**src/rtl/ccp_pt_feeder.sv**
```systemverilog
// ccp_pt_feeder
//
// Plaintext block feeder for ccp_aead. Takes a 32-bit word stream from the
// host/DMA side, packs it into 512-bit ChaCha20 blocks (zero padding past the
// message length) and keeps up to two finished blocks in a ping-pong buffer.
// Each rising edge on i_rqst_pt is answered with a one-cycle o_en_pt strobe
// and the oldest finished block on o_pt.
//
// Optional feature: define CCP_FEEDER_TIMEOUT_EN to enable the request
// starvation timer that drives o_err. When it is undefined o_err is tied low.
//
// Ports
//   i_clk, i_rst       clock (rising edge), asynchronous active-high reset
//   i_start, i_len_pt  start pulse; latches the message length in bytes
//   i_valid, i_data    upstream word stream, i_data[7:0] is the earliest byte
//   o_ready            feeder takes a word this cycle
//   i_rqst_pt          block request from ccp_aead, rising-edge sensitive
//   o_en_pt, o_pt      one-cycle strobe with the block (held between strobes)
//   o_done             one-cycle pulse after the final block was issued
//   o_err              sticky starvation error
//   o_state            current FSM state (debug visibility)
//
// Handshake: a word transfers on a rising clock edge where i_valid and
// o_ready are both 1. o_ready depends on registered state only, so it never
// combinationally follows i_valid or i_rqst_pt; upstream may hold i_valid
// high with stable data until the transfer happens.

module ccp_pt_feeder #(
  parameter int CC_D_WIDTH = 512,
  parameter int TO_CYCLES  = 256
) (
  input  logic                  i_clk,
  input  logic                  i_rst,
  input  logic                  i_start,
  input  logic [31:0]           i_len_pt,
  input  logic                  i_valid,
  input  logic [31:0]           i_data,
  output logic                  o_ready,
  input  logic                  i_rqst_pt,
  output logic                  o_en_pt,
  output logic [CC_D_WIDTH-1:0] o_pt,
  output logic                  o_done,
  output logic                  o_err,
  output logic [1:0]            o_state
);

  localparam logic [1:0] ST_IDLE = 2'd0;
  localparam logic [1:0] ST_RUN  = 2'd1;
  localparam logic [1:0] ST_DONE = 2'd2;

  logic [1:0]            state;
  logic [31:0]           len_q;
  logic [31:0]           acc;
  logic [3:0]            wcnt;
  logic                  wr;
  logic                  rd;
  logic [1:0]            cnt_blk;
  logic [26:0]           issued;
  logic                  rqst_d;
  logic                  pend;
  logic [CC_D_WIDTH-1:0] slot [2];

  logic                  run;
  logic [26:0]           nblk;
  logic [32:0]           acc_nxt;
  logic                  accept;
  logic                  slot_cmp;
  logic                  rq_edge;
  logic                  serve;
  logic [31:0]           word_m;
  logic [CC_D_WIDTH-1:0] slot_nxt;

  assign run     = (state == ST_RUN);
  // Number of blocks in the message: ceil(len / 64).
  assign nblk    = {1'b0, len_q[31:6]} + 27'(|len_q[5:0]);
  assign acc_nxt = {1'b0, acc} + 33'd4;

  assign o_ready  = run && (cnt_blk < 2'd2) && (acc < len_q);
  assign accept   = i_valid && o_ready && !i_start;
  assign slot_cmp = accept && ((wcnt == 4'd15) || (acc_nxt >= {1'b0, len_q}));

  // A request edge is usable in the same cycle it is seen, so a buffered
  // block goes out on the very next cycle without waiting for pend.
  assign rq_edge = i_rqst_pt && !rqst_d;
  assign serve   = run && !i_start && (pend || rq_edge) && (cnt_blk != 2'd0);

  assign o_done  = (state == ST_DONE);
  assign o_state = state;

  // Bytes at or beyond the message length are forced to zero.
  always_comb begin
    word_m = '0;
    for (int j = 0; j < 4; j++) begin
      if (({1'b0, acc} + 33'(j)) < {1'b0, len_q}) begin
        word_m[8*j +: 8] = i_data[8*j +: 8];
      end
    end
  end

  // Opening a slot (first word) starts from zero, which also provides the
  // zero words above the last written one of a short final block.
  always_comb begin
    slot_nxt = (wcnt == 4'd0) ? '0 : slot[wr];
    slot_nxt[{wcnt, 5'd0} +: 32] = word_m;
  end

  always_ff @(posedge i_clk or posedge i_rst) begin
    if (i_rst) begin
      state   <= ST_IDLE;
      len_q   <= '0;
      acc     <= '0;
      wcnt    <= '0;
      wr      <= 1'b0;
      rd      <= 1'b0;
      cnt_blk <= '0;
      issued  <= '0;
      rqst_d  <= 1'b0;
      pend    <= 1'b0;
      slot[0] <= '0;
      slot[1] <= '0;
      o_en_pt <= 1'b0;
      o_pt    <= '0;
    end else begin
      rqst_d <= i_rqst_pt;
      if (i_start) begin
        state   <= ST_RUN;
        len_q   <= i_len_pt;
        acc     <= '0;
        wcnt    <= '0;
        wr      <= 1'b0;
        rd      <= 1'b0;
        cnt_blk <= '0;
        issued  <= '0;
        pend    <= 1'b0;
        slot[0] <= '0;
        slot[1] <= '0;
        o_en_pt <= 1'b0;
      end else begin
        o_en_pt <= serve;

        if (serve) begin
          o_pt   <= slot[rd];
          rd     <= ~rd;
          issued <= issued + 27'd1;
        end

        // Edges outside RUN are dropped; a second edge while pending is a no-op.
        if (serve)                pend <= 1'b0;
        else if (run && rq_edge)  pend <= 1'b1;
        else if (!run)            pend <= 1'b0;

        if (accept) begin
          slot[wr] <= slot_nxt;
          acc      <= acc_nxt[31:0];
          if (slot_cmp) begin
            wcnt <= '0;
            wr   <= ~wr;
          end else begin
            wcnt <= wcnt + 4'd1;
          end
        end

        case ({slot_cmp, serve})
          2'b10:   cnt_blk <= cnt_blk + 2'd1;
          2'b01:   cnt_blk <= cnt_blk - 2'd1;
          default: cnt_blk <= cnt_blk;
        endcase

        case (state)
          ST_IDLE: state <= ST_IDLE;
          // issued already counts the block on the current strobe, so DONE
          // lands one cycle after the final strobe (or right away for len 0).
          ST_RUN:  if (issued == nblk) state <= ST_DONE;
          ST_DONE: state <= ST_IDLE;
          default: state <= ST_IDLE;
        endcase
      end
    end
  end

`ifdef CCP_FEEDER_TIMEOUT_EN
  localparam int TW = $clog2(TO_CYCLES + 1);
  logic [TW-1:0] to_cnt;

  // Counts cycles in which a request waits with nothing buffered.
  always_ff @(posedge i_clk or posedge i_rst) begin
    if (i_rst) begin
      to_cnt <= '0;
      o_err  <= 1'b0;
    end else if (i_start) begin
      to_cnt <= '0;
      o_err  <= 1'b0;
    end else if (run && pend && (cnt_blk == 2'd0)) begin
      if (to_cnt != TW'(TO_CYCLES)) to_cnt <= to_cnt + 1'b1;
      if (to_cnt == TW'(TO_CYCLES - 1)) o_err <= 1'b1;
    end else begin
      to_cnt <= '0;
    end
  end
`else
  // Timer absent: o_err is constant low whatever TO_CYCLES is set to.
  assign o_err = (TO_CYCLES < 1) ? 1'b0 : 1'b0;
`endif

endmodule
```
**config.mk**
```make
export PLATFORM = sky130hd
export DESIGN_NAME = ccp_pt_feeder
export DESIGN_NICKNAME = d
export VERILOG_FILES = /design/src/rtl/ccp_pt_feeder.sv
export SDC_FILE = /design/constraint.sdc
export NUM_CORES = 2
export LEC_CHECK = 0
export CORE_MARGIN = 2
export CORE_UTILIZATION = 59
export CTS_BUF_LIST = sky130_fd_sc_hd__clkbuf_4 sky130_fd_sc_hd__clkbuf_8 sky130_fd_sc_hd__clkbuf_16
export CTS_CLUSTER_SIZE = 10
export DETAILED_ROUTE_END_ITERATION = 16
export PLACE_DENSITY = 0.8
export SETUP_SLACK_MARGIN = 0.05
export SLEW_MARGIN = 0
export SYNTH_ARGS = -nofsm -noshare
export SYNTH_HDL_FRONTEND = slang
export SYNTH_SLANG_ARGS = --single-unit
```
**constraint.sdc**
```tcl
create_clock -name i_clk -period 61.4 [get_ports i_clk]
set_clock_uncertainty 0.2 [all_clocks]
set_input_delay 9.21 -clock i_clk [delete_from_list [all_inputs] [get_ports i_clk]]
set_output_delay 9.21 -clock i_clk [all_outputs]
set_load 0.005 [all_outputs]
```
==> qor.log <==
qor: timing.hold_slack 0.276 ns
qor: timing.achievable-frequency 70.2 MHz
qor: synthesis.synth_edf_count 0
qor: place.place.gp.congestion 0.929
qor: floorplan.dieArea 136000 sq um
qor: synthesis.synth_nets 8181
qor: floorplan.io_pins 587
qor: clock_tree.cts.sink_count 1638
qor: place.dpl.cell_count 9744
qor: synthesis.synth_seq_area_share 52.2%
qor: timing.post-route-period-util 23.2%
qor: global_routing.track_usage 38.4%
qor: power.static-leakage-power 35.9 nW
qor: status.run_status finished clean
qor: drt.routed_wl 266000 microns
qor: synthesis.synth.largest_area_cell sky130_fd_sc_hd__dfrtp_1
qor: clock_tree.buffers_inserted_during_post_cts_setup_optimization 0
qor: clock_tree.holdBufCountCts 0
qor: drt.drtIter0Drc 8440
qor: clock_tree.clock_insertion_delay_worst_skew 0.84 ns
qor: synthesis.post_synthesis_mean_instance_area 9.82 sq um
qor: setup_path.worstSetupEndpointType flop
qor: clock_tree.h-tree-depth 4
qor: place.detailed_place_hpwl 161000 microns
qor: synthesis.yosys.cell_count.top_type sky130_fd_sc_hd__dfrtp_1
qor: floorplan.start_util 59.6%
qor: setup_path.cp_max_fo 94
qor: synthesis.synth-main-ff-cell sky130_fd_sc_hd__dfrtp_1
qor: timing.rsz0062_at_grt no
qor: setup_path.path_class primary input to flop
qor: synthesis.synth-seq-cells 1638
qor: drt.dr_total_vias 66400
qor: setup_path.startpoint_type primary input
qor: clock_tree.cts_resized 0
qor: floorplan.core_area 132000 sq um
qor: layout.final_nets 8363
qor: setup_path.startpoint i_start
qor: floorplan.die-height 369 microns
qor: floorplan.core.rowCount 133
qor: timing.fin_setup_tns 0 ns
qor: synthesis.synth.area.top_cells sky130_fd_sc_hd__dfrtp_1, sky130_fd_sc_hd__mux2i_1, sky130_fd_sc_hd__o21ai_0, sky130_fd_sc_hd__nand2_1, sky130_fd_sc_hd__a22o_1
qor: layout.area_growth_syn_to_layout 14.7%
qor: drt.wl_per_cell 26.6 microns
qor: global_routing.gr-total-overflow 0
qor: layout.drive_gt1_share 5.65%
qor: min_path.holdCritPathClass flop to flop
qor: layout.final_util 68.3%
qor: synthesis.syn_area 78500 sq um
qor: clock_tree.clockRootBuffer sky130_fd_sc_hd__clkbuf_16
qor: synthesis.asyncSetResetFlopFracSynth 100%
qor: synthesis.synth-warning-count 0
qor: place.numPortBuffers 585
qor: job.number_of_maximum_capacitance_violations 0
qor: setup_path.worstPathArrival 14.71 ns
qor: min_path.min-delay-start o_pt[214]
qor: drt.avgViaCountPerCell 6.65
qor: timing.worst_pin_slew 1.36 ns
qor: timing.count_of_endpoints_failing_hold_in_the_final_timing_report 0
qor: clock_tree.clk_pin_slew 0.05 ns
qor: global_routing.antenna_found_initial 17
qor: timing.finalSetupViolCount 0
qor: synthesis.synth.top_cell.area_share 52.2%
qor: clock_tree.ctsLongestPathBuffers 3
qor: synthesis.synth_cell_type_count 81
qor: power.irDropWorstVdd 0.0313 mV
qor: floorplan.die_width 369 microns
qor: drt.detail_route.drc_violations 0
qor: timing.final_period_minus_worst_setup_slack 14.25 ns
qor: global_routing.grt_pass1_wl 396000 microns
qor: clock_tree.cts_buffers 185
qor: drt.drt_pass1_iterations 7
qor: synthesis.syn-instance-count 7994
qor: drt.final_antenna_net_count 0
qor: timing.timing.final.max_slew_violations 0
qor: setup_path.crit-reg2reg-launch len_q[23]
qor: timing.maxSlewHeadroom 9.01%
qor: clock_tree.tritoncts done
qor: global_routing.grt_start_max_net_pins 232
qor: global_routing.via_count_of_the_first_global_routing_pass 62700
qor: setup_path.critical_path_required 61.87 ns
qor: power.power-per-cell-area 24.6 nW/um^2
qor: layout.final_cell_count_no_fill 9983
qor: synthesis.yosys-top-cells-count sky130_fd_sc_hd__dfrtp_1, sky130_fd_sc_hd__nand2_1, sky130_fd_sc_hd__o21ai_0, sky130_fd_sc_hd__mux2i_1, sky130_fd_sc_hd__clkbuf_1
## layout make-up
| cell class | count | area [sq um] |
|---|---|---|
| antenna | 14 | 35.0 |
| clock buffer | 208 | 4840 |
| clock inverter | 17 | 304 |
| fill | 9804 | 41700 |
| inverter | 50 | 195 |
| multi-input combinational | 5598 | 34800 |
| sequential | 1638 | 41000 |
| tap | 1755 | 2200 |
| timing repair buffer | 703 | 6720 |
## final timing paths
kind	cells after the start	slack, ns	endpoint
max in group asynchronous	7	47.28	slot[670]
hold / removal	2	0.28	o_pt[214]
setup / recovery	8	47.15	slot[671]
setup reg to reg	12	54.04	slot[924]
hold reg to reg	2	0.28	o_pt[214]
min in group asynchronous	2	8.68	o_pt[475]
## stage by stage
step | cell area [sq um] | power, W | setup WS, ns
5_1_grt | 90000 | 0.00227 | 46.52
3_3_place_gp | 84900 | 0.00124 | 46.40
2_1_floorplan | 78500 | 0.00119 | 5.76
6_report | 90100 | 0.00222 | 47.15
4_1_cts | 90000 | 0.00222 | 47.15
3_5_place_dp | 84900 | 0.00124 | 46.26
## sequential cells by signal, summed over array words and instances (netlist names), 2 cells and up
| register | count |
|---|---|
| o_state | 2 |
| cnt_blk | 2 |
| issued | 27 |
| wcnt | 4 |
| len_q | 32 |
| acc | 30 |
| o_pt | 512 |
| slot | 1024 |
## placed cells by master (no fill, tap or decap), types with 118 or more instances in the layout
cell type	instances
sky130_fd_sc_hd__dfrtp_1	1636
sky130_fd_sc_hd__nand2_1	1432
sky130_fd_sc_hd__o21ai_0	1233
sky130_fd_sc_hd__mux2i_1	942
sky130_fd_sc_hd__clkdlybuf4s50_1	560
sky130_fd_sc_hd__nor2_1	433
sky130_fd_sc_hd__a31oi_1	285
sky130_fd_sc_hd__a22o_1	262
sky130_fd_sc_hd__clkbuf_16	186
sky130_fd_sc_hd__ha_1	118
## kinds of logic after synthesis
family | after synthesis | synth area share, %
multiplexers | 967 | 12.4
buffers and inverters | 758 | 3.83
other | 1 | 0.00478
flip-flops | 1638 | 52.2
XOR/XNOR | 115 | 1.28
AO/OA/AOI/OAI | 2208 | 17.0
AND/OR/NAND/NOR | 2189 | 11.4
adder cells (fa/ha/maj) | 118 | 1.88
## routing by layer
layer | wire length (microns) | vias to the layer above | track usage (%)
met5 | 94 | - | 0.321
li1 | - | 28500 | -
met3 | 30100 | 818 | 11.0
met4 | 17400 | 14 | 23.8
met1 | 102000 | 32900 | 51.4
met2 | 116000 | 4092 | 55.3
## worst max-delay path: stages
cell and delay [ns]:
sky130_fd_sc_hd__buf_4 0.68, sky130_fd_sc_hd__buf_4 0.66, sky130_fd_sc_hd__inv_1 0.26, sky130_fd_sc_hd__nand3_4 0.82, sky130_fd_sc_hd__buf_4 0.97, sky130_fd_sc_hd__buf_4 0.86, sky130_fd_sc_hd__buf_4 0.77, sky130_fd_sc_hd__o21ai_0 0.24
## power breakdown
part	switching, W	internal (W)	leakage, nW
clock network	0.000437	0.000554	2.54
logic	0.000115	0.0000233	10.5
registers	0.00000457	0.00108	22.8
total	0.000557	0.00166	35.9
(Power assumes the default switching activity.)
